$ cat config.mk
export PLATFORM = sky130hd
export DESIGN_NAME = ext_sram_controller
export DESIGN_NICKNAME = d
export VERILOG_FILES = /design/src/rtl/ext_sram_pkg.sv /design/src/rtl/ext_sram_controller.sv
export SDC_FILE = /design/constraint.sdc
export NUM_CORES = 1
export LEC_CHECK = 0
export BUFFER_PORTS_ARGS = -buffer_cell sky130_fd_sc_hd__buf_2
export CORE_UTILIZATION = 34
export CTS_BUF_LIST = sky130_fd_sc_hd__clkbuf_8
export CTS_CLUSTER_SIZE = 14
export DETAILED_ROUTE_END_ITERATION = 10
export GPL_ROUTABILITY_DRIVEN = 0
export GPL_TIMING_DRIVEN = 0
export PLACE_DENSITY = 0.67
export SLEW_MARGIN = 20
export SYNTH_ARGS = -nofsm -noshare
export SYNTH_HDL_FRONTEND = slang
export SYNTH_SLANG_ARGS = --single-unit
$ cat constraint.sdc
create_clock -name clk -period 2.1 [get_ports clk]
set_clock_uncertainty 0.1 [all_clocks]
set_input_delay 0.525 -clock clk [delete_from_list [all_inputs] [get_ports clk]]
set_output_delay 0.525 -clock clk [all_outputs]
set_load 0.02 [all_outputs]
$ cat src/rtl/ext_sram_pkg.sv
// rtl/ext_sram_pkg.sv - shared types and constants for the external SRAM controller
package ext_sram_pkg;

   localparam int XLEN           = 32;
   localparam int XLEN_BYTES     = XLEN / 8;
   localparam int SRAM_DATA_BITS = 16;

   localparam logic HALF_LO = 1'b0;
   localparam logic HALF_HI = 1'b1;

   typedef enum logic [1:0] {
      IDLE,
      LO,
      HI,
      ACK
   } state_e;

endpackage

$ cat src/rtl/ext_sram_controller.sv
// rtl/ext_sram_controller.sv - 32-bit word port to 16-bit async SRAM bridge with wait states
// Each word access becomes up to two half-word strobes; writes skip halves with no byte enables.
module ext_sram_controller
   import ext_sram_pkg::*;
#(
   parameter int WAIT_CYCLES    = 2,
   parameter int MEM_ADDR_BITS  = 16,
   parameter int SRAM_ADDR_BITS = MEM_ADDR_BITS + 1
) (
   input  logic                      clk,
   input  logic                      reset_n,
   input  logic                      sync_reset,
   input  logic [MEM_ADDR_BITS-1:0]  mem_addr,
   input  logic                      mem_read_en,
   input  logic                      mem_write_en,
   input  logic [XLEN_BYTES-1:0]     mem_byte_enable,
   input  logic [XLEN-1:0]           mem_write_data,
   output logic                      mem_ack,
   output logic [XLEN-1:0]           mem_read_data,
   output logic [SRAM_ADDR_BITS-1:0] sram_addr,
   input  logic [SRAM_DATA_BITS-1:0] sram_dq_in,
   output logic [SRAM_DATA_BITS-1:0] sram_dq_out,
   output logic                      sram_dq_oe,
   output logic                      sram_ce_n,
   output logic                      sram_oe_n,
   output logic                      sram_we_n,
   output logic                      sram_lb_n,
   output logic                      sram_ub_n
);

   localparam int              CW       = $clog2(WAIT_CYCLES + 1);
   localparam logic [CW-1:0]   CNT_LOAD = CW'(WAIT_CYCLES);

   state_e                     state_q, state_d;
   logic [CW-1:0]              cnt_q, cnt_d;
   logic [MEM_ADDR_BITS-1:0]   addr_q, addr_d;
   logic [XLEN-1:0]            wdata_q, wdata_d;
   logic [XLEN_BYTES-1:0]      be_q, be_d;
   logic                       write_q, write_d;
   logic [SRAM_DATA_BITS-1:0]  lo_cap_q, lo_cap_d;
   logic [XLEN-1:0]            rdata_q, rdata_d;

   logic                       last_cycle;
   logic                       active;
   logic                       half;

   always_comb begin
      state_d    = state_q;
      cnt_d      = cnt_q;
      addr_d     = addr_q;
      wdata_d    = wdata_q;
      be_d       = be_q;
      write_d    = write_q;
      lo_cap_d   = lo_cap_q;
      rdata_d    = rdata_q;
      last_cycle = (cnt_q == '0);

      case (state_q)
         IDLE: begin
            if (mem_write_en) begin
               addr_d  = mem_addr;
               wdata_d = mem_write_data;
               be_d    = mem_byte_enable;
               write_d = 1'b1;
               cnt_d   = CNT_LOAD;
               if (|mem_byte_enable[1:0])      state_d = LO;
               else if (|mem_byte_enable[3:2]) state_d = HI;
               else                            state_d = ACK;
            end else if (mem_read_en) begin
               addr_d  = mem_addr;
               write_d = 1'b0;
               cnt_d   = CNT_LOAD;
               state_d = LO;
            end
         end
         LO: begin
            if (last_cycle) begin
               if (!write_q) lo_cap_d = sram_dq_in;
               cnt_d   = CNT_LOAD;
               state_d = (!write_q || (|be_q[3:2])) ? HI : ACK;
            end else begin
               cnt_d = cnt_q - 1'b1;
            end
         end
         HI: begin
            if (last_cycle) begin
               // Read data is published only when the whole word is in, so it holds between acks.
               if (!write_q) rdata_d = {sram_dq_in, lo_cap_q};
               state_d = ACK;
            end else begin
               cnt_d = cnt_q - 1'b1;
            end
         end
         ACK:     state_d = IDLE;
         default: state_d = IDLE;
      endcase
   end

   always_ff @(posedge clk or negedge reset_n) begin
      if (!reset_n) begin
         state_q  <= IDLE;
         cnt_q    <= '0;
         addr_q   <= '0;
         wdata_q  <= '0;
         be_q     <= '0;
         write_q  <= 1'b0;
         lo_cap_q <= '0;
         rdata_q  <= '0;
      end else if (sync_reset) begin
         state_q  <= IDLE;
         cnt_q    <= '0;
         addr_q   <= '0;
         wdata_q  <= '0;
         be_q     <= '0;
         write_q  <= 1'b0;
         lo_cap_q <= '0;
         rdata_q  <= '0;
      end else begin
         state_q  <= state_d;
         cnt_q    <= cnt_d;
         addr_q   <= addr_d;
         wdata_q  <= wdata_d;
         be_q     <= be_d;
         write_q  <= write_d;
         lo_cap_q <= lo_cap_d;
         rdata_q  <= rdata_d;
      end
   end

   // Strobes decode straight from state so an async reset drops them without waiting for a clock.
   always_comb begin
      active        = (state_q == LO) || (state_q == HI);
      half          = (state_q == HI) ? HALF_HI : HALF_LO;
      mem_ack       = (state_q == ACK);
      mem_read_data = rdata_q;
      sram_addr     = SRAM_ADDR_BITS'({addr_q, half});
      sram_ce_n     = !active;
      sram_oe_n     = !(active && !write_q);
      sram_we_n     = !(active && write_q && !last_cycle);
      sram_dq_oe    = active && write_q;
      sram_dq_out   = '0;
      sram_lb_n     = 1'b1;
      sram_ub_n     = 1'b1;
      if (sram_dq_oe) begin
         sram_dq_out = half ? wdata_q[XLEN-1:SRAM_DATA_BITS] : wdata_q[SRAM_DATA_BITS-1:0];
      end
      if (active && !write_q) begin
         sram_lb_n = 1'b0;
         sram_ub_n = 1'b0;
      end else if (active) begin
         sram_lb_n = half ? !be_q[2] : !be_q[0];
         sram_ub_n = half ? !be_q[3] : !be_q[1];
      end
   end

   assert property (@(posedge clk) disable iff (!reset_n || sync_reset)
      !(mem_read_en && mem_write_en));
   assert property (@(posedge clk) disable iff (!reset_n || sync_reset)
      (mem_read_en || mem_write_en) |-> (state_q == IDLE));

endmodule

Yosys cells after proc, flatten, opt, wreduce, memory -nomap -nowiden
Cells that the tools add are included.
- add/sub/neg operators: 1
- equal/unequal tests: 8
- muxes and demuxes: 46
- reduce and logical (&&, ||, !) cells: 32
- operators by type and width (cell ; number):
    32-bit two-way mux ; 7
    16-bit two-way mux ; 10
    2-bit two-way mux ; 11
    1-bit two-way mux ; 13
    4-bit two-way mux ; 3
    3-bit AND reduction ; 4
    2-bit nonzero test ; 5
    1-bit logical NOT ; 9
    3-bit != test, second input constant ; 3
    2-bit case mux with 4 select lines ; 1
    2-bit case mux with 3 select lines ; 1
    2-bit OR reduction ; 3
    2-bit == test, second input constant ; 2
    2-bit logical NOT ; 2
    4-bit != test, second input constant ; 1
    2-bit AND reduction ; 2
    4-bit nonzero test ; 1
    1-bit logical AND ; 3
    3-bit nonzero test ; 1
    2-bit by 1-bit == test with 1-bit output, second input constant ; 1
    1-bit logical OR ; 2
    2-bit != test, second input constant ; 1
    2-bit by 1-bit subtractor with 2-bit output, second input constant ; 1
- bits in registers: 105
- word-level logic and storage cells: 95

Logic depth before layout (Yosys ltp)
- depth in word-level cells: 6
- depth in mapped cells: 7
- gate-level depth less buffers: 5

Worst setup path after synthesis
No wires, ideal clock.
- path type: flip-flop to output port
- start point: register state_q[0]
- end point: output port sram_lb_n
- arrival: 1.793 ns
- required time: 1.475 ns
- setup slack: -0.318 ns
- cell stages (with the launch flop): 6
- path buffers: 1
- cell sequence: dfrtp_1 -> inv_1 -> ha_1 -> buf_2 -> mux2_2 -> o21ai_0
- word-level cells in the longest chain between the ends: 5
- elaborated cells on any way between the ends: 8
- classes of those cells: eq/ne (2); mux (4); reduce/logical (2)
- RTL lines (what ; line ; text):
    start: declaration ; ext_sram_controller.sv:34 ; state_e state_q, state_d;
    start signal: assignment ; ext_sram_controller.sv:119 ; state_q <= state_d;
    2-bit == test ; ext_sram_controller.sv:133 ; half = (state_q == HI) ? HALF_HI : HALF_LO;
    1-bit two-way mux ; ext_sram_controller.sv:133 ;
    via half ; ext_sram_controller.sv:45 ; logic half;
    1-bit two-way mux ; ext_sram_controller.sv:151 ; sram_lb_n = half ? !be_q[2] : !be_q[0];
    1-bit two-way mux ; ext_sram_controller.sv:150 ; end else if (active) begin
    1-bit two-way mux ; ext_sram_controller.sv:147 ; if (active && !write_q) begin
    end: declaration ; ext_sram_controller.sv:27 ; output logic sram_lb_n,
The timed path passes the listed nets, and every way through them passes these cells.

Worst setup path after layout
- start point: register state_q[1]
- end point: output port sram_lb_n
The elaborated chain is that of the path after synthesis.

==> impl_metrics.py <==
metrics = {
    "detailed_routing": {
        "post_drt_wl_per_cell_um": 16.6,
        "route.detailed.drc": 0,
        "firstDrtPassIters": 4,
        "antenna_left": 0,
        "drtIter0Drc": 219,
        "routed_wl_um": 12700,
        "via_per_inst": 4.93,
        "vias": 3765,
    },
    "worst_setup_path": {
        "crit_start": "state_q[1]",
        "cp-start-kind": "flip-flop",
        "worstPathRequired_ns": 1.47,
        "arrival_ns": 1.82,
        "worst_r2r_path_depth": 5,
        "rr_startpoint": "state_q[0]",
        "crit_type": "reg2out",
        "r2r_slack_ns": -0.12,
        "rr_endpoint": "lo_cap_q[10]",
        "cp_max_fo": 7,
        "cp-end-kind": "output pin",
    },
    "power_and_ir_drop": {
        "p_leak_nw": 3.08,
        "power_density_nw_per_um2": 971,
        "p_sw_mw": 2.25,
        "clkPwrFrac_pct": 17.4,
        "seqPwrFrac_pct": 41.0,
        "power_frac_comb_pct": 41.6,
        "switching_share_pct": 36.0,
        "peakVddDrop_v": 0.000545,
        "p_int_mw": 3.99,
    },
    "timing": {
        "layout_setup_ws_ns": -0.344,
        "worst_slew_pin_slew_ns": 0.627,
        "post-route-period-util_pct": 116,
        "relSlewSlack_pct": 58.2,
        "setup-tns-final_ns": -7.34,
        "rsz0062_at_grt": "yes",
        "fmax_mhz": 409,
        "drv_slew": 0,
        "min_period_ns": 2.44,
        "setup_viol": 33,
        "hold_viol_final": 0,
    },
    "floorplanning": {
        "ios": 145,
        "die_area_um2": 14200,
        "coreArea_um2": 13300,
        "die_w_um": 119,
        "rows": 42,
        "start_util_pct": 35.1,
        "die_h_um": 119,
    },
    "final_layout": {
        "nets": 665,
        "final_core_util_pct": 48.1,
        "drive_gt1_share_pct": 44.6,
        "layout_commonest_cell": "buf_2",
        "area_growth_pct": 37.2,
        "final_cell_mix": "buf_2 (130), dfrtp_1 (105), nand2_1 (66)",
        "multiInputGateArea_um2": 2140,
        "n_antenna_cell": 0,
        "fillers": 1246,
        "seq_area_um2": 2630,
    },
    "yosys": {
        "syn_area_per_cell_um2": 11.3,
        "ys_ff_latch": 105,
        "synth_cells": 414,
        "synth_top_area_share_pct": 56.1,
        "synth_area_leaders": "dfrtp_1 (56%), mux2_2 (8.4%), a22o_1 (6.7%)",
        "synthesis.nets": 495,
        "synth_seq_area_share_pct": 56.1,
        "ys_types": 37,
        "ys_warn_count": 0,
        "yosysTopAreaCell": "dfrtp_1",
        "synth_area_um2": 4680,
    },
    "clocking": {
        "clock_latency_ns": 0.38,
        "clock-root-buffer": "clkbuf_8",
        "cts.clk_slew.worst_paths_ns": 0.09,
        "cts_buffers": 9,
        "cts_tree": "done",
        "htreeDepth": 3,
        "cts.sinks": 105,
        "clockBufferDepth": 2,
    },
    "grt": {
        "grt_max_degree": 66,
        "grt_pass1_wl_um": 19800,
        "grt_usage_pct": 18.1,
        "antenna_found_initial": 0,
        "grt_pass1_vias": 3840,
        "grt_overflow_total": 0,
    },
    "min_path": {
        "hp-class": "in2reg",
        "worstHoldStart": "mem_write_data[21]",
        "min_path_cells": 2,
        "min_to": "wdata_q[21]",
    },
    "run_status": {
        "status": "complete, but fails checks",
        "violations": "negative setup slack",
    },
    "placed_design": {
        "portBuffers": 144,
        "hpwl_um": 8850,
    },
    "flow_run": {
        "drv_cap": 0,
    },
}
-- flip-flops by register name, summed over array words and instances, names as in the netlist --
name and cells:
addr_q 16, be_q 4, cnt_q 2, lo_cap_q 16, mem_read_data 32, state_q 2, wdata_q 32, write_q 1
-- what timing repair did --
| item | CTS | global route |
|---|---|---|
| pin swaps | 2 | 2 |
| hold endpoints to repair | 40 | 0 |
| setup endpoints to repair | 33 | 50 |
| hold buffers | 1 | 0 |
| setup buffers | 10 | 2 |
| gates resized for setup | 63 | 27 |
| cloned | 1 | 1 |
-- routing by layer --
layer / track usage, % / routed length [um] / up-vias
met5: 0 / 0 / -
met4: 7.89 / 283 / 0
met3: 2.97 / 553 / 19
met2: 29.5 / 6090 / 107
met1: 23.8 / 5730 / 1877
li1: - / - / 1762
-- critical path, cell delays in order (launching register included) --
cell     delay, ns
dfrtp_1       0.41
buf_6         0.13
ha_4          0.16
buf_12        0.14
mux2_4        0.31
o21ai_4       0.15
buf_6         0.14
-- final cells by class --
| class | count | share of cell area [%] |
|---|---|---|
| Timing Repair Buffer | 160 | 16.2 |
| Multi-Input combinational cell | 272 | 33.4 |
| Clock inverter | 5 | 0.429 |
| Tap cell | 176 | 3.43 |
| Clock buffer | 9 | 1.93 |
| Sequential cell | 105 | 40.9 |
| Buffer | 28 | 3.23 |
| Inverter | 8 | 0.507 |
-- cell usage after synthesis --
library cell / n
dfrtp_1: 105
nand2_1: 67
a22o_1: 36
mux2_2: 35
a21oi_1: 34
nor2b_1: 32
nor2_1: 18
mux2i_1: 17
clkbuf_1: 13
buf_2: 10
ha_1: 8
inv_1: 8
buf_4: 4
buf_1: 2
nand2b_1: 2
o21ai_0: 2
a211o_1: 1
a21o_1: 1
a21oi_2: 1
a2bb2oi_1: 1
a31oi_2: 1
and3_2: 1
and3b_1: 1
mux2_4: 1
nand3b_1: 1
nor2_2: 1
nor4bb_1: 1
o211ai_1: 1
o21a_1: 1
o21ai_2: 1
o21bai_1: 1
o22ai_1: 1
o31a_4: 1
o32ai_1: 1
or2_2: 1
or4b_4: 1
or4bb_1: 1
-- per-stage QoR --
stage	instances	instance area [um2]	power, mW	setup slack [ns]	hold WS [ns]
after floorplan	414	4790	3.89	-0.0185	0.129
after global placement	734	5730	4.46	-0.738	0.387
after detailed placement	735	5760	4.53	-0.366	0.369
after CTS	761	6290	6.15	-0.351	0.236
after global routing	763	6420	6.57	-0.398	0.252
final	763	6420	6.24	-0.344	0.255
-- power by group through the flow --
| stage | Combinational (mW) | Sequential, mW | Clock [mW] |
|---|---|---|---|
| 6_report | 2.59 | 2.56 | 1.09 |
| 5_1_grt | 2.76 | 2.59 | 1.21 |
| 4_1_cts | 2.46 | 2.55 | 1.14 |
| 3_5_place_dp | 1.97 | 2.56 | 0 |
| 3_3_place_gp | 1.92 | 2.54 | 0 |
| 2_1_floorplan | 1.26 | 2.64 | 0 |
-- worst max-delay path by stage --
stage,to,cells after the start
2_1_floorplan,sram_lb_n,5
3_3_place_gp,addr_q[7],1
3_5_place_dp,sram_dq_out[6],7
4_1_cts,sram_lb_n,6
5_1_grt,sram_lb_n,6
6_report,sram_lb_n,6
-- cells by family after synthesis --
| logic type | Yosys count | share of synthesized area, % |
|---|---|---|
| AOI/OAI and AO/OA | 84 | 12.9 |
| adders and majority gates | 8 | 2.14 |
| buffers and inverters | 37 | 3.55 |
| DFF | 105 | 56.1 |
| muxes | 53 | 12.4 |
| and+or+nand+nor | 127 | 12.9 |
Note: power is estimated with default switching activity, not from simulation.
